File: config.mk
export PLATFORM = sky130hd
export DESIGN_NAME = interrupt_context_pusher_flat
export DESIGN_NICKNAME = d
export VERILOG_FILES = /design/src/rtl/interrupt_context_pusher_if.sv /design/src/rtl/interrupt_context_pusher.sv /design/src/flat_wrapper.sv
export SDC_FILE = /design/constraint.sdc
export NUM_CORES = 1
export LEC_CHECK = 0
export ABC_CLOCK_PERIOD_IN_PS = 2650
export CAP_MARGIN = 20
export CORE_MARGIN = 1
export CORE_UTILIZATION = 41
export CTS_BUF_LIST = sky130_fd_sc_hd__clkbuf_4 sky130_fd_sc_hd__clkbuf_8
export CTS_CLUSTER_SIZE = 8
export DETAILED_ROUTE_END_ITERATION = 7
export MAX_ROUTING_LAYER = met4
export PLACE_DENSITY = 0.8
export SYNTH_ARGS = -nofsm -noshare
export SYNTH_HDL_FRONTEND = slang
export SYNTH_SLANG_ARGS = --single-unit
File: constraint.sdc
create_clock -name clk -period 2.65 [get_ports clk]
set_clock_uncertainty 0.05 [all_clocks]
set_input_delay 0.6625 -clock clk [delete_from_list [all_inputs] [get_ports clk]]
set_output_delay 0.6625 -clock clk [all_outputs]
set_load 0.05 [all_outputs]
File: src/rtl/interrupt_context_pusher_if.sv
// Interrupt context pusher bus: interrupt handshake, pipeline status,
// data-memory write port, stack-pointer update and PC redirect.
interface interrupt_context_pusher_if #(
    parameter int FLAG_W = 3
);
    logic              int_req;
    logic              pipeline_empty;
    logic [31:0]       return_pc;
    logic [FLAG_W-1:0] flag_register;
    logic [15:0]       sp_in;
    logic              mem_ack;
    logic              stall_fetch;
    logic              mem_wr_en;
    logic [15:0]       mem_addr;
    logic [15:0]       mem_wdata;
    logic              sp_wr;
    logic [15:0]       sp_out;
    logic              pc_load;
    logic [31:0]       pc_load_value;
    logic              int_ack;
    logic              busy;

    // Side seen by the pusher itself
    modport slave (
        input  int_req, pipeline_empty, return_pc, flag_register, sp_in, mem_ack,
        output stall_fetch, mem_wr_en, mem_addr, mem_wdata, sp_wr, sp_out,
               pc_load, pc_load_value, int_ack, busy
    );

    // Side seen by the core / memory environment
    modport master (
        output int_req, pipeline_empty, return_pc, flag_register, sp_in, mem_ack,
        input  stall_fetch, mem_wr_en, mem_addr, mem_wdata, sp_wr, sp_out,
               pc_load, pc_load_value, int_ack, busy
    );
endinterface

File: src/rtl/interrupt_context_pusher.sv
// Interrupt entry sequencer: stalls fetch, waits for the pipeline to drain,
// pushes {PC hi, PC lo, flags} onto the data-memory stack, then updates SP
// and redirects the PC to the interrupt vector.
module interrupt_context_pusher #(
    parameter logic [31:0] INT_VECTOR = 32'h0000_0002,
    parameter int          FLAG_W     = 3
) (
    input  logic                         clk,
    input  logic                         rst,
    interrupt_context_pusher_if.slave    bus
);
    typedef enum logic [2:0] {
        IDLE       = 3'd0,
        DRAIN      = 3'd1,
        PUSH_PC_HI = 3'd2,
        PUSH_PC_LO = 3'd3,
        PUSH_FLAGS = 3'd4,
        VECTOR     = 3'd5
    } state_t;

    state_t            state_reg;
    state_t            state_next;
    logic [31:0]       pc_reg;
    logic [FLAG_W-1:0] flags_reg;
    logic [15:0]       sp_reg;
    logic              snapshot;
    logic [15:0]       flags_word;

    // Context is captured on the same edge that leaves DRAIN
    assign snapshot = (state_reg == DRAIN) && bus.pipeline_empty;

    // Zero-extend the saved flags to a full stack word; bits [2:0] feed the pop path
    genvar gi;
    for (gi = 0; gi < 16; gi++) begin : g_flag_word
        if (gi < FLAG_W) begin : g_bit
            assign flags_word[gi] = flags_reg[gi];
        end else begin : g_zero
            assign flags_word[gi] = 1'b0;
        end
    end

    // State register
    always_ff @(posedge clk) begin
        if (rst) begin
            state_reg <= IDLE;
        end else begin
            state_reg <= state_next;
        end
    end

    // Context snapshot registers (PC, flags, SP)
    always_ff @(posedge clk) begin
        if (rst) begin
            pc_reg    <= '0;
            flags_reg <= '0;
            sp_reg    <= '0;
        end else if (snapshot) begin
            pc_reg    <= bus.return_pc;
            flags_reg <= bus.flag_register;
            sp_reg    <= bus.sp_in;
        end
    end

    // Next-state logic: each sampled ack advances exactly one push
    always_comb begin
        state_next = state_reg;
        case (state_reg)
            IDLE:       if (bus.int_req)        state_next = DRAIN;
            DRAIN:      if (bus.pipeline_empty) state_next = PUSH_PC_HI;
            PUSH_PC_HI: if (bus.mem_ack)        state_next = PUSH_PC_LO;
            PUSH_PC_LO: if (bus.mem_ack)        state_next = PUSH_FLAGS;
            PUSH_FLAGS: if (bus.mem_ack)        state_next = VECTOR;
            VECTOR:                             state_next = IDLE;
            default:                            state_next = IDLE;
        endcase
    end

    // Output decode: write port held stable per push; stack grows downward
    always_comb begin
        bus.stall_fetch   = 1'b0;
        bus.busy          = 1'b0;
        bus.mem_wr_en     = 1'b0;
        bus.mem_addr      = '0;
        bus.mem_wdata     = '0;
        bus.sp_wr         = 1'b0;
        bus.sp_out        = '0;
        bus.pc_load       = 1'b0;
        bus.pc_load_value = '0;
        bus.int_ack       = 1'b0;
        case (state_reg)
            IDLE: begin
            end
            DRAIN: begin
                bus.stall_fetch = 1'b1;
                bus.busy        = 1'b1;
            end
            PUSH_PC_HI: begin
                bus.stall_fetch = 1'b1;
                bus.busy        = 1'b1;
                bus.mem_wr_en   = 1'b1;
                bus.mem_addr    = sp_reg;
                bus.mem_wdata   = pc_reg[31:16];
            end
            PUSH_PC_LO: begin
                bus.stall_fetch = 1'b1;
                bus.busy        = 1'b1;
                bus.mem_wr_en   = 1'b1;
                bus.mem_addr    = sp_reg - 16'd1;
                bus.mem_wdata   = pc_reg[15:0];
            end
            PUSH_FLAGS: begin
                bus.stall_fetch = 1'b1;
                bus.busy        = 1'b1;
                bus.mem_wr_en   = 1'b1;
                bus.mem_addr    = sp_reg - 16'd2;
                bus.mem_wdata   = flags_word;
            end
            VECTOR: begin
                bus.stall_fetch   = 1'b1;
                bus.busy          = 1'b1;
                bus.sp_wr         = 1'b1;
                bus.sp_out        = sp_reg - 16'd3;
                bus.pc_load       = 1'b1;
                bus.pc_load_value = INT_VECTOR;
                bus.int_ack       = 1'b1;
            end
            default: begin
            end
        endcase
    end
endmodule

File: src/flat_wrapper.sv
// flat-port wrapper written by rule: the top's interface ports become plain ports
module interrupt_context_pusher_flat 
#(
    parameter logic [31:0] INT_VECTOR = 32'h0000_0002,
    parameter int          FLAG_W     = 3
)
  (clk, rst, bus_int_req, bus_pipeline_empty, bus_return_pc, bus_flag_register, bus_sp_in, bus_mem_ack, bus_stall_fetch, bus_mem_wr_en, bus_mem_addr, bus_mem_wdata, bus_sp_wr, bus_sp_out, bus_pc_load, bus_pc_load_value, bus_int_ack, bus_busy);
  interrupt_context_pusher_if #(.FLAG_W(FLAG_W)) bus_i ();
  input  logic clk;
  input  logic rst;
  input wire logic [$bits(bus_i.int_req)-1:0] bus_int_req;
  input wire logic [$bits(bus_i.pipeline_empty)-1:0] bus_pipeline_empty;
  input wire logic [$bits(bus_i.return_pc)-1:0] bus_return_pc;
  input wire logic [$bits(bus_i.flag_register)-1:0] bus_flag_register;
  input wire logic [$bits(bus_i.sp_in)-1:0] bus_sp_in;
  input wire logic [$bits(bus_i.mem_ack)-1:0] bus_mem_ack;
  output wire logic [$bits(bus_i.stall_fetch)-1:0] bus_stall_fetch;
  output wire logic [$bits(bus_i.mem_wr_en)-1:0] bus_mem_wr_en;
  output wire logic [$bits(bus_i.mem_addr)-1:0] bus_mem_addr;
  output wire logic [$bits(bus_i.mem_wdata)-1:0] bus_mem_wdata;
  output wire logic [$bits(bus_i.sp_wr)-1:0] bus_sp_wr;
  output wire logic [$bits(bus_i.sp_out)-1:0] bus_sp_out;
  output wire logic [$bits(bus_i.pc_load)-1:0] bus_pc_load;
  output wire logic [$bits(bus_i.pc_load_value)-1:0] bus_pc_load_value;
  output wire logic [$bits(bus_i.int_ack)-1:0] bus_int_ack;
  output wire logic [$bits(bus_i.busy)-1:0] bus_busy;
  assign bus_i.int_req = bus_int_req;
  assign bus_i.pipeline_empty = bus_pipeline_empty;
  assign bus_i.return_pc = bus_return_pc;
  assign bus_i.flag_register = bus_flag_register;
  assign bus_i.sp_in = bus_sp_in;
  assign bus_i.mem_ack = bus_mem_ack;
  assign bus_stall_fetch = bus_i.stall_fetch;
  assign bus_mem_wr_en = bus_i.mem_wr_en;
  assign bus_mem_addr = bus_i.mem_addr;
  assign bus_mem_wdata = bus_i.mem_wdata;
  assign bus_sp_wr = bus_i.sp_wr;
  assign bus_sp_out = bus_i.sp_out;
  assign bus_pc_load = bus_i.pc_load;
  assign bus_pc_load_value = bus_i.pc_load_value;
  assign bus_int_ack = bus_i.int_ack;
  assign bus_busy = bus_i.busy;
  interrupt_context_pusher #(.INT_VECTOR(INT_VECTOR), .FLAG_W(FLAG_W)) u_core (.clk(clk), .rst(rst), .bus(bus_i));
endmodule
; Word-level counts from Yosys, hierarchy flattened
; Index checks and enable logic that the tools add are counted.
[op_classes]
n_addsub = 3
eq_ne = 10
mux = 13
n_reduce_logical = 5
[op_table]
columns = operator, count
row1 = 16-bit one-hot mux with 3 select lines, 2
row2 = "16-bit by 2-bit subtractor with 16-bit output, second input constant", 2
row3 = 16-bit 2-to-1 mux, 1
row4 = "16-bit by 1-bit subtractor with 16-bit output, second input constant", 1
row5 = 3-bit 2-to-1 mux, 5
row6 = 3-bit one-hot mux with 5 select lines, 1
row7 = "2-bit != test, second input constant", 5
row8 = "3-bit by 2-bit equality test with 1-bit output, second input constant", 2
row9 = "3-bit equality test, second input constant", 2
row10 = 5-bit AND reduction, 1
row11 = 5-bit OR reduction, 1
row12 = "3-bit by 1-bit equality test with 1-bit output, second input constant", 1
row13 = 3-bit logical NOT, 1
row14 = 1-bit 2-to-1 mux, 3
row15 = 3-bit OR reduction, 1
row16 = 2-bit 2-to-1 mux, 1
row17 = 1-bit logical AND, 1
[word_totals]
ff_bits = 54
in_bits = 56
word_cells = 35

; Depth between registers and ports, before layout
; Gate-level depths: netlist of the first run.
[logic_depth]
ltp_word = 3
ltp_mapped = 7

; Worst setup path before layout of the first run
; OpenSTA, ideal clock, no wires.
[synth_path]
kind = flip-flop to output port
from = register u_core.sp_reg[2]
to = output bus_sp_out[15]
t_arrival_ps = 2588
path_slack_ps = -651
stages_incl_launch_ff = 7
path_buffers = 2
cell_sequence = dfxtp_1 > buf_6 > or4_4 > buf_6 > or3_4 > or3_1 > a21oi_1
[synth_between]
elab_chain_len = 2
[synth_rtl]
columns = item, line
row1 = from (decl), interrupt_context_pusher.sv:25  ; logic [15:0] sp_reg;
row2 = from (signal assigned), interrupt_context_pusher.sv:60  ; sp_reg <= bus.sp_in;
row3 = 16-bit by 2-bit subtractor with 16-bit output, interrupt_context_pusher.sv:122  ; bus.sp_out = sp_reg - 16'd3;
row4 = 16-bit 2-to-1 mux, interrupt_context_pusher.sv:90  ; case (state_reg)
row5 = to (decl), flat_wrapper.sv:22  ; output wire logic [$bits(bus_i.sp_out)-1:0] bus_sp_out;
; Every way passes these cells.

; Worst setup path in the final report of the first run
[layout_path]
from = register u_core.sp_reg[5]
to = output bus_sp_out[13]
; The elaborated chain is that of the path after synthesis.

==> results of run 1 <==
==> worst min-delay path by stage <==
stage	start	endpoint	cells past startpoint
after global routing	u_core.flags_reg[1]	u_core.flags_reg[1]	2
after detailed placement	u_core.pc_reg[8]	u_core.pc_reg[8]	2
after floorplan	u_core.pc_reg[19]	u_core.pc_reg[19]	2
final	u_core.pc_reg[10]	u_core.pc_reg[10]	2
after CTS	u_core.pc_reg[12]	u_core.pc_reg[12]	2
after global placement	u_core.pc_reg[26]	u_core.pc_reg[26]	2
==> synth_stat cells (5+ instances only) <==
master	instances
nor4_1	9
or3_1	6
xnor2_1	8
buf_4	35
a22oi_1	5
dfxtp_1	54
clkbuf_1	32
nor3_1	6
nand2_1	121
a21oi_1	70
mux2i_1	13
o21ai_0	20
nor2_1	37
inv_1	6
==> cell families after synthesis <==
| kind of cell | after synthesis | synth area share |
|---|---|---|
| other | 1 | 0.00107 |
| adders and majority gates | 4 | 0.0143 |
| AOI/OAI and AO/OA | 120 | 0.194 |
| and+or+nand+nor | 213 | 0.277 |
| muxes | 15 | 0.0435 |
| xor gates and xnor gates | 11 | 0.0275 |
| DFF | 54 | 0.308 |
| buffers and inverters | 82 | 0.135 |
==> timing repair <==
action | in CTS | in global routing
pin swaps | 20 | 26
buffers inserted | 9 | 14
setup endpoints to repair | 33 | 34
resized for setup | 83 | 57
==> worst max-delay path: cells and delay by family, from the launching register on <==
| family | cells | cell delay (ps) |
|---|---|---|
| buffers and inverters | 1 | 150 |
| and+or+nand+nor | 3 | 1290 |
| DFF | 1 | 330 |
| AOI/OAI and AO/OA | 1 | 150 |
==> layout make-up <==
cell class                      count  area [um2]
Clock buffer                        5        68.8
Clock inverter                      3        26.3
Fill cell                         508        1970
Inverter                            6        31.3
Multi-Input combinational cell    394        2630
Sequential cell                    54        1110
Tap cell                          105         131
Timing Repair Buffer              178        2290
==> layer usage <==
layer  up-vias  share of wire  track usage  routed length [um]
met5         -              0            -                   0
met1      1921           0.38        0.302                4640
met3        33          0.078       0.0459                 948
met4         0          0.028       0.0846                 336
met2       223           0.51        0.472                6240
li1       1915              -            -                   -
==> stage by stage <==
| stage | TNS (ps) | hold WS, ps | util | std cells |
|---|---|---|---|---|
| after CTS | -2090 | 412 | 0.723 | 733 |
| after global routing | -4210 | 433 | 0.761 | 745 |
| after floorplan | -1230 | 386 | - | 530 |
| final | -3110 | 410 | 0.761 | 745 |
| after global placement | 0 | 392 | 0.666 | 716 |
| after detailed placement | -44.2 | 396 | 0.666 | 716 |
==> power groups by stage <==
stage,sequential [W],combinational (W),clock [W]
floorplan,0.000894,0.000615,0
global placement,0.000900,0.000892,0
detailed placement,0.000903,0.000905,0
CTS,0.000888,0.00100,0.000505
global route,0.000892,0.00118,0.000532
finish,0.000887,0.00112,0.000501
==> impl_metrics.toml, run 1 <==
[run_status]
status = "finished, violations left"
violations = "negative setup slack"

[sta]
finalMaxSlewViolations = 0
max_freq_mhz = 339
setup_violations = 21
fin_ws_ps = -297
relSlewSlack = 0.633
finalCritPeriodShare = 1.11
tightest_slew_ps = 552
fin_crit_ps = 2950
hold_viol_final = 0
rsz0062_at_grt = "true"

[finish]
fin_area_mm2 = 0.00628
final_common_cell = "nand2_1"
diodes = 0
largest_register_ffs = 32
nets = 699
synthToLayoutAreaGrowth_pct = 79.0
drive_above_1_share = 0.359
final_cell_mix = "nand2_1, a21oi_1, buf_12"

[floorplanning]
core_mm2 = 0.00826
ios = 142
die_area_mm2 = 0.00893
die_y_um = 94.5
initial_core_util = 0.425
row_count = 33
die_x_um = 94.5

[pwr]
max-vdd-ir-drop_mv = 0.267
pwr-share-clk = 0.200
p_switching_w = 0.000962
seqPwrFrac = 0.354
switching_share = 0.384
powerDensity_mw_per_mm2 = 399
p_total_w = 0.00250
p_int_w = 0.00154
combPwrFrac = 0.446
total_leakage_power_nw = 2.39

[worst_setup_path]
worst_path_max_delay_cell = "or4_4"
startpoint = "u_core.sp_reg[5]"
cp.arrival_ps = 2230
cp.required_ps = 1940
critical_path.most_common_cell = "or3_4"
r2r_cells = 7
slowest_delay_ps = 530
rrSetupSlack_ps = 800
crit_path_end = "bus_sp_out[13]"
path_cells = "or4_4 -> or3_4 -> or3_4 -> a21oi_4 -> buf_12"
r2r-start = "u_core.state_reg[1]"
path_max_fanout = 3
cp-end-kind = "output port"
r2r-end = "u_core.sp_reg[0]"
path_class = "register to output port"
worst_setup_path_start_kind = "register"

[logic_synthesis]
synth_cell_types = 52
ys_seq_area_frac = 0.308
async_flop_share = 0
synth_seq_cells = 54
synth_area_leaders = "dfxtp_1, nand2_1, a21oi_1"
synth_edf_count = 0
synthFlopType = "dfxtp_1"
netlist_area_mm2 = 0.00351
synth_top_area_share = 0.308
avgSynthCellArea_um2 = 7.02
postSynthCellCount = 500
yosys_warnings = 0
synth_area_leader_cell = "dfxtp_1"

[detailed_routing]
wire_per_inst_um = 16.3
detail-route-antenna-nets = 0
drtPass1Iterations = 5
drt_iter0_markers = 297
vias = 4092
vias_per_cell = 5.49
drt-total-wl_um = 12200
drc_errors = 0

[global_route]
grt_pass1_vias = 3777
grt_antenna_before_repair = 0
grt_pass1_wl_um = 18300
grt_max_degree = 55
grt_use_total = 0.266
grt-ovfl-total = 0

[cts]
htreeDepth = 2
cts_root_buf = "clkbuf_8"
cts_buffer_depth = 2
clock_latency_ps = 320
cts_buffers = 5
holdBufCountCts = 0
cts.sinks = 54
clk_pin_slew_ps = 100
tritoncts = "yes"

[place]
pre_cts_slack_ps = -39.4
dpl_cell_area_mm2 = 0.00550
placement.io_buffers = 110
hpwlAfterDp_um = 8000
gp_congestion = 0.872

[run]
drv_cap = 0

[worst_hold_path]
hold_path_class = "register to register"
No activity file was read; power rests on OpenSTA's default activity.
==> run 2, diff against run 1 <==
Settings changed: CORE_MARGIN 1 to 4.
==> run 2 against run 1 <==
The flow still finishes with violations (negative setup slack). First-iteration DRC count is 0.34% lower. Sequential power is essentially flat. Flip-flop and latch count unchanged. Combinational power shrank 5%. Total power is 2.2% lower. Count of clock-buffer cells in the layout stayed put. Worst setup slack got worse by 62 ps. Sequential share of layout area rose by 0.44 points.
==> impl_metrics.toml, run 2 (synthesis gave the netlist of run 1 again) <==
[cts]
cts_root_buf = "clkbuf_8"
holdBufCountCts = 0
tritoncts = "yes"
cts_buffer_depth = 2
clock_latency_ps = 310
cts_buffers = 5
htreeDepth = 2
cts.sinks = 54
clk_pin_slew_ps = 110

[worst_setup_path]
r2r-end = "u_core.sp_reg[0]"
path_class = "register to output port"
rrSetupSlack_ps = 720
cp.required_ps = 1940
cp.arrival_ps = 2300
worst_setup_path_start_kind = "register"
cp-end-kind = "output port"
path_max_fanout = 3
r2r_cells = 6
r2r-start = "u_core.state_reg[0]"

[pwr]
p_total_w = 0.00245
powerDensity_mw_per_mm2 = 403
max-vdd-ir-drop_mv = 0.218
total_leakage_power_nw = 2.32

[worst_hold_path]
whs_path_depth = 2
hold_path_class = "register to register"
min_from = "u_core.pc_reg[27]"
min_to = "u_core.pc_reg[27]"

[place]
hpwlAfterDp_um = 8510
gp_congestion = 0.899
post-place-cells = 717
placement.io_buffers = 110
dpl_cell_area_mm2 = 0.00548
pre_cts_slack_ps = -69.3

[run_status]
violations = "negative setup slack"
status = "finished, violations left"

[sta]
finalMaxSlewViolations = 0
fin_ws_ps = -359
fin_crit_ps = 3010
relSlewSlack = 0.641
hold_viol_final = 0
finalCritPeriodShare = 1.14
rsz0062_at_grt = "true"
setup_violations = 21
max_freq_mhz = 332
tightest_slew_ps = 539
setup_tns_ps = -3660

[global_route]
grt_pass1_vias = 3881
grt-ovfl-total = 0
grt_use_total = 0.227
grt_antenna_before_repair = 0
grt_pass1_wl_um = 18200
grt_max_degree = 44

[finish]
diodes = 0
synthToLayoutAreaGrowth_pct = 73.3
final_common_cell = "nand2_1"
largest_register_ffs = 32
final_cell_mix = "nand2_1, a21oi_1, buf_12"
fin_area_mm2 = 0.00608
nets = 689
drive_above_1_share = 0.354
final_cells = 735

[floorplanning]
die_x_um = 101
core_mm2 = 0.00826
row_count = 33
die_area_mm2 = 0.0101
ios = 142
die_y_um = 101
initial_core_util = 0.425

[detailed_routing]
detail-route-antenna-nets = 0
vias_per_cell = 5.43
drtPass1Iterations = 4
vias = 3988
wire_per_inst_um = 16.7
drc_errors = 0
drt_iter0_markers = 296
drt-total-wl_um = 12200

[run]
drv_cap = 0
-- run 2: where the power goes --
| group | leakage, nW | switching, W | internal (W) | total [W] |
|---|---|---|---|---|
| Sequential | 0.444 | 0.0000340 | 0.000854 | 0.000888 |
| Clock | 0.0495 | 0.000310 | 0.000197 | 0.000507 |
| Combinational | 1.82 | 0.000596 | 0.000459 | 0.00106 |
-- run 2: per-stage QoR --
step,util,hold WS (ps)
final,0.737,411
after global routing,0.737,429
after CTS,0.708,409
after detailed placement,0.664,396
after global placement,0.664,391
after floorplan,-,386
-- run 2: routing by layer --
| metal | vias to the layer above | track usage | share of wire | wire length, um |
|---|---|---|---|---|
| met5 | - | - | 0 | 0 |
| met4 | 0 | 0.0943 | 0.029 | 357 |
| met3 | 32 | 0.0394 | 0.067 | 816 |
| met2 | 177 | 0.400 | 0.51 | 6230 |
| met1 | 1880 | 0.251 | 0.39 | 4830 |
| li1 | 1899 | - | - | - |
-- run 2: final cells by class --
cell class	instances	area (um2)
fillers	587	2180
multi-input cells	394	2560
repair buffers	168	2160
inverters	6	31.3
well taps	105	131
clock inverters	3	26.3
clock buffers	5	68.8
flip-flops and latches	54	1100
-- run 2: critical path, cell delays in order (launching register included) --
cell and delay, ps:
dfxtp_4 400, inv_4 50, ha_1 210, and2_1 200
or3_4 400, or3_4 390, a21oi_4 160, buf_12 150
-- run 2: worst max-delay path by stage --
stage,start,end,cells past startpoint
after floorplan,u_core.state_reg[0],bus_stall_fetch,5
after global placement,u_core.sp_reg[2],bus_sp_out[15],7
after detailed placement,u_core.sp_reg[2],bus_sp_out[15],7
after CTS,u_core.sp_reg[5],bus_sp_out[13],5
after global routing,u_core.sp_reg[2],bus_sp_out[13],7
final,u_core.sp_reg[2],bus_sp_out[13],7
-- run 2: repair_timing --
item                                    CTS  global route
pin swaps                                14            22
cloned                                    0             1
buffers inserted                          7             4
endpoints found under the setup margin   30            33
gates resized for setup                  62            49
==> run 3, diff against run 2 <==
Settings changed: ABC_CLOCK_PERIOD_IN_PS 2650 to 2700.
Clock period 2.65 ns to 2.7 ns, I/O delays scaled along.
==> run 3 against run 2 <==
The run still ends with negative setup slack left. Worst setup slack improved by 47 ps. Critical path depth decreased by 2. Hold slack better by 0.53 ps. Cell count increased by 0.14%. Via count shrank 1.9%. Count of clock-buffer cells in the layout unchanged. First-iteration DRC count shrank 24%. Sequential power down 2%. Highest routed layer unchanged.
==> impl_metrics.toml, run 3 (synthesis gave the netlist of run 1 again) <==
[finish]
final_common_cell = "nand2_1"
final_cell_mix = "nand2_1, a21oi_1, clkdlybuf4s50_1"
largest_register_ffs = 32
nets = 690
nFillCells = 581
diodes = 0
synthToLayoutAreaGrowth_pct = 72.1
drive_above_1_share = 0.333

[floorplanning]
die_area_mm2 = 0.0101
die_x_um = 101
ios = 142
core_mm2 = 0.00826
row_count = 33
die_y_um = 101
initial_core_util = 0.425

[pwr]
total_leakage_power_nw = 2.31
max-vdd-ir-drop_mv = 0.259
powerDensity_mw_per_mm2 = 397

[worst_hold_path]
min_to = "u_core.pc_reg[16]"
hold_path_class = "register to register"
whs_path_depth = 2
min_from = "u_core.pc_reg[16]"

[run_status]
status = "finished, violations left"
violations = "negative setup slack"

[sta]
finalMaxSlewViolations = 0
setup_violations = 18
max_freq_mhz = 332
fin_ws_ps = -311
tightest_slew_ps = 538
relSlewSlack = 0.641
timing.hold.ws_ps = 411
fin_crit_ps = 3010
hold_viol_final = 0
finalCritPeriodShare = 1.12
rsz0062_at_grt = "true"

[detailed_routing]
wire_per_inst_um = 16.4
detail-route-antenna-nets = 0
drtPass1Iterations = 5
drt_iter0_markers = 225
drt-total-wl_um = 12100
vias = 3911
drc_errors = 0
vias_per_cell = 5.31

[worst_setup_path]
rrSetupSlack_ps = 760
r2r-start = "u_core.state_reg[0]"
path_max_fanout = 5
path_class = "register to output port"
cp-end-kind = "output port"
r2r-end = "u_core.sp_reg[11]"
cp.arrival_ps = 2290
cp.required_ps = 1980
r2r_cells = 7
worst_setup_path_start_kind = "register"

[cts]
cts_buffer_depth = 2
tritoncts = "yes"
cts.sinks = 54
clk_pin_slew_ps = 110
cts_root_buf = "clkbuf_8"
htreeDepth = 2
cts_buffers = 5
clock_latency_ps = 310
holdBufCountCts = 0

[place]
gp_congestion = 0.958
pre_cts_slack_ps = -8.11
hpwlAfterDp_um = 8570
placement.io_buffers = 110

[global_route]
grt_max_degree = 55
grt-ovfl-total = 0
grt_pass1_wl_um = 18200
grt_antenna_before_repair = 0
grt_pass1_vias = 3778
grt_use_total = 0.230

[run]
drv_cap = 0
## run 3: cell types whose count changed in the layout (fill, tap and decap cells not counted), moves of 2 or more
cell / delta
nor2_2: -5
dfxtp_4: +2
nand2_1: +4
nand2_2: -3
nor4_2: -2
a21oi_2: -2
buf_12: -3
buf_6: -2
dfxtp_2: -3
a21oi_1: +2
nor2_1: +4
buf_4: +7
## run 3: layout make-up
cell class	count	area, um2	share of cell area
repair buffers	169	2120	0.351
clock inverters	3	22.5	0.00373
clock buffers	5	68.8	0.0114
flip-flops and latches	54	1100	0.183
multi-input cells	394	2560	0.424
well taps	105	131	0.0218
inverters	6	31.3	0.00518
## run 3: power breakdown
part	switching [W]	total, W	internal, W
clock network	0.000297	0.000485	0.000189
registers	0.0000346	0.000871	0.000836
logic	0.000583	0.00104	0.000458
total	0.000914	0.00240	0.00148
## run 3: per-layer routing
layer  GRT usage  vias to the layer above  share of wire
li1            -                     1899              -
met1       0.267                     1830           0.40
met3      0.0339                       17          0.061
met2       0.402                      165           0.53
met5           -                        -              0
met4      0.0829                        0          0.015
## run 3: repair_timing
action,CTS,global route
setup buffers,6,7
setup endpoints to repair,27,35
resized for setup,54,48
pin swaps,21,23
## run 3: worst max-delay path, cell delays in order (launching register included)
cell and delay [ps]:
dfxtp_2 340, or4_4 530, or3_4 380, or3_4 400
a21oi_4 160, buf_12 150
## run 3: per-stage QoR
step	power [W]	util	instances	cell area, um2	setup TNS, ps
after floorplan	0.00148	-	530	3780	-872
after global placement	0.00174	0.660	717	5450	0
after detailed placement	0.00176	0.660	717	5450	-8.11
after CTS	0.00232	0.703	730	5800	-1970
after global routing	0.00251	0.731	736	6040	-3980
final	0.00240	0.731	736	6040	-2610
## run 3: how the worst max path moves through the flow
stage,start,cells after the start,end
after CTS,u_core.sp_reg[5],5,bus_sp_out[15]
after detailed placement,u_core.sp_reg[2],7,bus_sp_out[15]
after floorplan,u_core.state_reg[0],5,bus_stall_fetch
after global routing,u_core.sp_reg[5],5,bus_sp_out[15]
after global placement,u_core.sp_reg[2],7,bus_sp_out[15]
final,u_core.sp_reg[5],5,bus_sp_out[15]
==> variant 1 (flow settings as in run 2) <==
`FLAG_W` is set to 3 in 3 places; all go to 2.
--- a/src/rtl/interrupt_context_pusher_if.sv
+++ b/src/rtl/interrupt_context_pusher_if.sv
@@ -2,5 +2,5 @@
 // data-memory write port, stack-pointer update and PC redirect.
 interface interrupt_context_pusher_if #(
-    parameter int FLAG_W = 3
+    parameter int FLAG_W = 2
 );
     logic              int_req;
--- a/src/rtl/interrupt_context_pusher.sv
+++ b/src/rtl/interrupt_context_pusher.sv
@@ -4,5 +4,5 @@
 module interrupt_context_pusher #(
     parameter logic [31:0] INT_VECTOR = 32'h0000_0002,
-    parameter int          FLAG_W     = 3
+    parameter int          FLAG_W     = 2
 ) (
     input  logic                         clk,
--- a/src/flat_wrapper.sv
+++ b/src/flat_wrapper.sv
@@ -3,5 +3,5 @@
 #(
     parameter logic [31:0] INT_VECTOR = 32'h0000_0002,
-    parameter int          FLAG_W     = 3
+    parameter int          FLAG_W     = 2
 )
   (clk, rst, bus_int_req, bus_pipeline_empty, bus_return_pc, bus_flag_register, bus_sp_in, bus_mem_ack, bus_stall_fetch, bus_mem_wr_en, bus_mem_addr, bus_mem_wdata, bus_sp_wr, bus_sp_out, bus_pc_load, bus_pc_load_value, bus_int_ack, bus_busy);
Interface: changed (resized bus_flag_register); port bits go from 142 to 141. No check against the original RTL was run, so the function may have changed too.
==> variant 1 against run 2 <==
Largest cell class unchanged. Critical endpoint is now bus_mem_addr[15]. Area after synthesis increased by 3.1%. Sequential share of layout area fell by 0.35 points. Sequential cell count fell by 1. Routed wire length shrank 5.2%. Worst setup slack better by 150 ps. Largest power group unchanged. The run still ends with setup timing left. Power is 0.18% higher. Final area is 0.12% lower. Register-to-register slack better by 100 ps. Synthesized cell count shrank 0.40%. Critical path depth rose by 1.
==> variant 1: results (changes against run 2) <==
<table>
<tr><th>Metric</th><th>Value</th></tr>
<tr><th colspan="2">Cells and area</th></tr>
<tr><td>Number of fill cells in the layout</td><td>640 (+9.0%)</td></tr>
<tr><td>Final #Nets</td><td>681 (-1.2%)</td></tr>
<tr><td>Synthesis-to-layout area growth</td><td>67.9%</td></tr>
<tr><td>Fraction of layout instances using a drive strength above 1</td><td>33.9% (-1.5 points)</td></tr>
<tr><th colspan="2">Yosys</th></tr>
<tr><td>Fraction of the mapped netlist area in compound gates</td><td>18.8% (-0.61 points)</td></tr>
<tr><td>Netlist cell types</td><td>56 (+7.7%)</td></tr>
<tr><td>Cell types with the largest area share after synthesis</td><td>dfxtp_1, nand2_1, a21oi_1</td></tr>
<tr><td>Proportion of synthesized area in mux cells</td><td>4.15% (-0.20 points)</td></tr>
<tr><td>XOR/XNOR Fraction of Synth Area</td><td>3.63% (+0.89 points)</td></tr>
<tr><td>Sequential fraction of the synthesis area</td><td>29.3% (-1.5 points)</td></tr>
<tr><td>Arithmetic-cell share of the synthesized area counting full adders, half adders and majority gates</td><td>1.38% (-0.042 points)</td></tr>
<tr><th colspan="2">Detailed routing</th></tr>
<tr><td>Starting DRC count in detailed routing</td><td>173 (-42%)</td></tr>
<tr><td>Total wirelength of the detailed-routed design</td><td>11600 µm (-5.2%)</td></tr>
<tr><td>Via/cell ratio</td><td>5.25 (-3.3%)</td></tr>
<tr><th colspan="2">Power and ir drop</th></tr>
<tr><td>Leakage power summed over all cells</td><td>2.31 nW (-0.55%)</td></tr>
<tr><td>Worst-case vdd ir drop</td><td>243 µV (+11%)</td></tr>
<tr><th colspan="2">Timing</th></tr>
<tr><td>Final worst hold slack</td><td>412 ps (+1.40 ps)</td></tr>
<tr><td>Final number of setup-violating endpoints</td><td>19 (-9.5%)</td></tr>
<tr><td>Worst path setup slack after routing</td><td>-205 ps (+153 ps)</td></tr>
<tr><th colspan="2">Placed design</th></tr>
<tr><td>HPWL Detailed</td><td>8990 µm (+5.7%)</td></tr>
<tr><td>Instance area after placement</td><td>5500 µm² (+0.34%)</td></tr>
<tr><th colspan="2">Status</th></tr>
<tr><td>Violated checks</td><td>setup timing</td></tr>
<tr><td>Outcome</td><td>finished, violations left</td></tr>
<tr><th colspan="2">Critical path</th></tr>
<tr><td>Critical R2R Capture</td><td>u_core.sp_reg[4]</td></tr>
<tr><td>Largest fanout on the critical path</td><td>4 (+1)</td></tr>
<tr><td>Setup slack on the worst flop-to-flop path</td><td>820 ps (+100 ps)</td></tr>
<tr><td>Data arrival time of the worst path</td><td>2140 ps (-160 ps)</td></tr>
<tr><td>FF-to-FF Start</td><td>u_core.state_reg[1]</td></tr>
<tr><th colspan="2">Global routing</th></tr>
<tr><td>All-layer global routing usage</td><td>22.6% (-0.088 points)</td></tr>
<tr><td>Maximum number of pins on one net before global-route repair</td><td>35 (-20%)</td></tr>
</table>
[variant 1: timing repair]
item,in CTS,in global routing
gates resized for setup,54,38
setup endpoints to repair,25,32
setup buffers,8,6
pin swaps,27,24
endpoints found under the hold margin,0,0
[variant 1: cells by family (layout without fill, tap and decap cells)]
kind of cell / Yosys count / count (layout)
multiplexers: 15 / 15
XOR/XNOR: 15 / 15
AND/OR/NAND/NOR: 211 / 211
adder cells (fa/ha/maj): 4 / 4
other: 1 / 31
flip-flops: 53 / 53
buffers and inverters: 87 / 182
AO/OA/AOI/OAI: 112 / 112
[variant 1: stage by stage]
step	power (mW)	setup slack [ps]	std cells	TNS [ps]
detailed placement	1.83	11.8	709	0
global placement	1.81	52.4	709	0
global route	2.58	-323	731	-3870
CTS	2.41	-199	725	-2410
finish	2.45	-205	731	-1970
floorplan	1.54	-214	528	-508
[variant 1: area by class of cell]
| class | instances | area share (%) |
|---|---|---|
| Clock buffer | 5 | 1.13 |
| Inverter | 9 | 0.659 |
| Sequential cell | 53 | 17.7 |
| Clock inverter | 3 | 0.474 |
| Tap cell | 108 | 2.22 |
| Multi-Input combinational cell | 388 | 42.7 |
| Timing Repair Buffer | 165 | 35.1 |
[variant 1: per-layer routing]
metal  wire [µm]  GRT usage (%)  vias up
met5           0              -        -
met4         153           3.83        0
met3         818           3.96       12
met2        6030           40.7      143
met1        4610           26.7     1818
li1            -              -     1864
[variant 1: report_power, final]
part / internal, mW / switching [mW]
Combinational: 0.478 / 0.614
Clock: 0.198 / 0.299
Sequential: 0.837 / 0.0284
[variant 1: critical path, stage by stage (launching register included)]
cell	delay [ps]
dfxtp_4	370
inv_4	60
ha_4	120
or3b_4	420
a2111oi_4	200
buf_4	200
a31oi_2	100
a31oi_4	190
buf_12	160
==> variant 2 (flow settings as in run 2) <==
Without the edit above. The 6 states of `state_t` get a Gray code encoding in 3 bits.
--- a/src/rtl/interrupt_context_pusher.sv
+++ b/src/rtl/interrupt_context_pusher.sv
@@ -11,10 +11,10 @@
 );
     typedef enum logic [2:0] {
-        IDLE       = 3'd0,
-        DRAIN      = 3'd1,
-        PUSH_PC_HI = 3'd2,
-        PUSH_PC_LO = 3'd3,
-        PUSH_FLAGS = 3'd4,
-        VECTOR     = 3'd5
+        IDLE       = 3'b000,
+        DRAIN      = 3'b001,
+        PUSH_PC_HI = 3'b011,
+        PUSH_PC_LO = 3'b010,
+        PUSH_FLAGS = 3'b110,
+        VECTOR     = 3'b111
     } state_t;
 
Formal check against the unedited RTL: same outputs for any inputs over 10 cycles, from zero or initial values and one cycle with rst high; not proved beyond that.
==> variant 2 against run 2 <==
The run still ends with setup timing left. Power fell by 3.0%. Routed wire length fell by 0.79%. Combinational power fell by 6%. Final area fell by 2.3%. Area after synthesis rose by 0.18%. Count of clock-buffer cells in the layout did not move. Worst setup slack improved by 65 ps. Non-clock buffer count fell by 2. Global-route usage rose by 0.13 points. First-iteration DRC count fell by 21%. Via count fell by 2.6%. Hold slack improved by 2.7 ps. Sequential cell count did not move.
==> variant 2: results (changes against run 2) <==
<table>
<tr><th>Metric</th><th>Value</th></tr>
<tr><th colspan="2">Status</th></tr>
<tr><td>Outcome</td><td>finished, violations left</td></tr>
<tr><td>Violated checks</td><td>setup timing</td></tr>
<tr><th colspan="2">Placed design</th></tr>
<tr><td>Instance area after placement</td><td>5280 µm² (-3.6%)</td></tr>
<tr><td>HPWL Detailed</td><td>8570 µm (+0.68%)</td></tr>
<tr><th colspan="2">Cells and area</th></tr>
<tr><td>Number of fill cells in the layout</td><td>628 (+7.0%)</td></tr>
<tr><td>Filler-free cell count of the finished design</td><td>732 (-0.41%)</td></tr>
<tr><td>Fraction of layout instances using a drive strength above 1</td><td>31.9% (-3.5 points)</td></tr>
<tr><td>Final #Nets</td><td>687 (-0.29%)</td></tr>
<tr><th colspan="2">Yosys</th></tr>
<tr><td>Sequential fraction of the synthesis area</td><td>30.7% (-0.055 points)</td></tr>
<tr><td>Arithmetic-cell share of the synthesized area counting full adders, half adders and majority gates</td><td>1.78% (+0.35 points)</td></tr>
<tr><td>Synth cell count leaders</td><td>nand2_1, a21oi_1, dfxtp_1, nor2_1, buf_4</td></tr>
<tr><td>XOR/XNOR Fraction of Synth Area</td><td>3.24% (+0.49 points)</td></tr>
<tr><td>Fraction of the mapped netlist area in compound gates</td><td>17.2% (-2.2 points)</td></tr>
<tr><th colspan="2">Die</th></tr>
<tr><td>Total die area</td><td>10100 µm² (+0.16%)</td></tr>
<tr><th colspan="2">Critical path</th></tr>
<tr><td>Data arrival time of the worst path</td><td>2230 ps (-70 ps)</td></tr>
<tr><td>Largest fanout on the critical path</td><td>6 (+3)</td></tr>
<tr><th colspan="2">Detailed routing</th></tr>
<tr><td>Total wirelength of the detailed-routed design</td><td>12100 µm (-0.79%)</td></tr>
<tr><td>Starting DRC count in detailed routing</td><td>233 (-21%)</td></tr>
<tr><td>Via/cell ratio</td><td>5.31 (-2.2%)</td></tr>
<tr><th colspan="2">Global routing</th></tr>
<tr><td>All-layer global routing usage</td><td>22.8% (+0.13 points)</td></tr>
<tr><td>Vias in the first global route</td><td>3796 (-2.2%)</td></tr>
<tr><th colspan="2">Timing</th></tr>
<tr><td>Worst path setup slack after routing</td><td>-294 ps (+64.7 ps)</td></tr>
<tr><td>Slew headroom</td><td>59.8% (-4.3 points)</td></tr>
<tr><td>Final number of setup-violating endpoints</td><td>20 (-4.8%)</td></tr>
<tr><th colspan="2">Power and ir drop</th></tr>
<tr><td>Worst-case vdd ir drop</td><td>279 µV (+28%)</td></tr>
</table>
-- variant 2: kinds of logic (layout without fill, tap and decap cells) --
group	count (synthesis)	count (layout)
other	1	31
buffers and inverters	88	186
XOR/XNOR	13	13
AND/OR/NAND/NOR	221	221
multiplexers	17	17
adder cells (fa/ha/maj)	5	5
flip-flops	54	54
AO/OA/AOI/OAI	100	100
-- variant 2: metrics by stage --
step           hold slack (ps)  setup TNS (ps)  setup slack [ps]
6_report                   413           -2900              -294
4_1_cts                    413           -2170              -278
3_3_place_gp               391               0              43.7
5_1_grt                    432           -3980              -344
2_1_floorplan              386           -2720              -239
3_5_place_dp               396               0              7.41
-- variant 2: layout make-up --
type | instances | area [µm²] | share of cell area, %
Clock buffer | 5 | 68.8 | 1.16
Clock inverter | 3 | 28.8 | 0.485
Inverter | 12 | 52.6 | 0.885
Sequential cell | 54 | 1090 | 18.4
Tap cell | 105 | 131 | 2.21
Timing Repair Buffer | 166 | 2050 | 34.5
Multi-Input combinational cell | 387 | 2520 | 42.4
-- variant 2: layer usage --
metal | vias up | global-route usage, % | routed length, µm | share of wire (%)
met5 | - | - | 0 | 0
met4 | 0 | 6.53 | 300 | 2.5
met3 | 34 | 3.53 | 831 | 6.8
met2 | 181 | 39.0 | 6130 | 50
met1 | 1813 | 27.6 | 4880 | 40
li1 | 1857 | - | - | -
-- variant 2: what timing repair did --
| action | CTS | global route |
|---|---|---|
| pin swaps | 19 | 25 |
| endpoints found under the setup margin | 22 | 29 |
| buffers inserted | 11 | 9 |
| resized for setup | 49 | 52 |
-- variant 2: power groups by stage --
stage	clock [mW]	sequential, mW	combinational (mW)
after floorplan	0	0.886	0.580
after global placement	0	0.886	0.816
after detailed placement	0	0.888	0.827
after CTS	0.514	0.871	0.912
after global routing	0.542	0.878	1.05
final	0.507	0.874	0.996
-- variant 2: path summary, 6_finish.rpt --
| check | startpoint | endpoint | slack, ps |
|---|---|---|---|
| worst min register to register | u_core.pc_reg[19] | u_core.pc_reg[19] | 410 |
| worst max-delay path | u_core.sp_reg[2] | bus_mem_addr[10] | -290 |
| worst max register to register | u_core.state_reg[0] | u_core.pc_reg[9] | 890 |
| worst min-delay path | u_core.pc_reg[19] | u_core.pc_reg[19] | 410 |
-- variant 2: worst reg2reg max path, cell delays in order, from the launching register on --
cell and delay (ps):
dfxtp_1 420, buf_4 230, nand2_1 90, or3_1 340, buf_4 270, nand2_1 130
a21oi_1 80
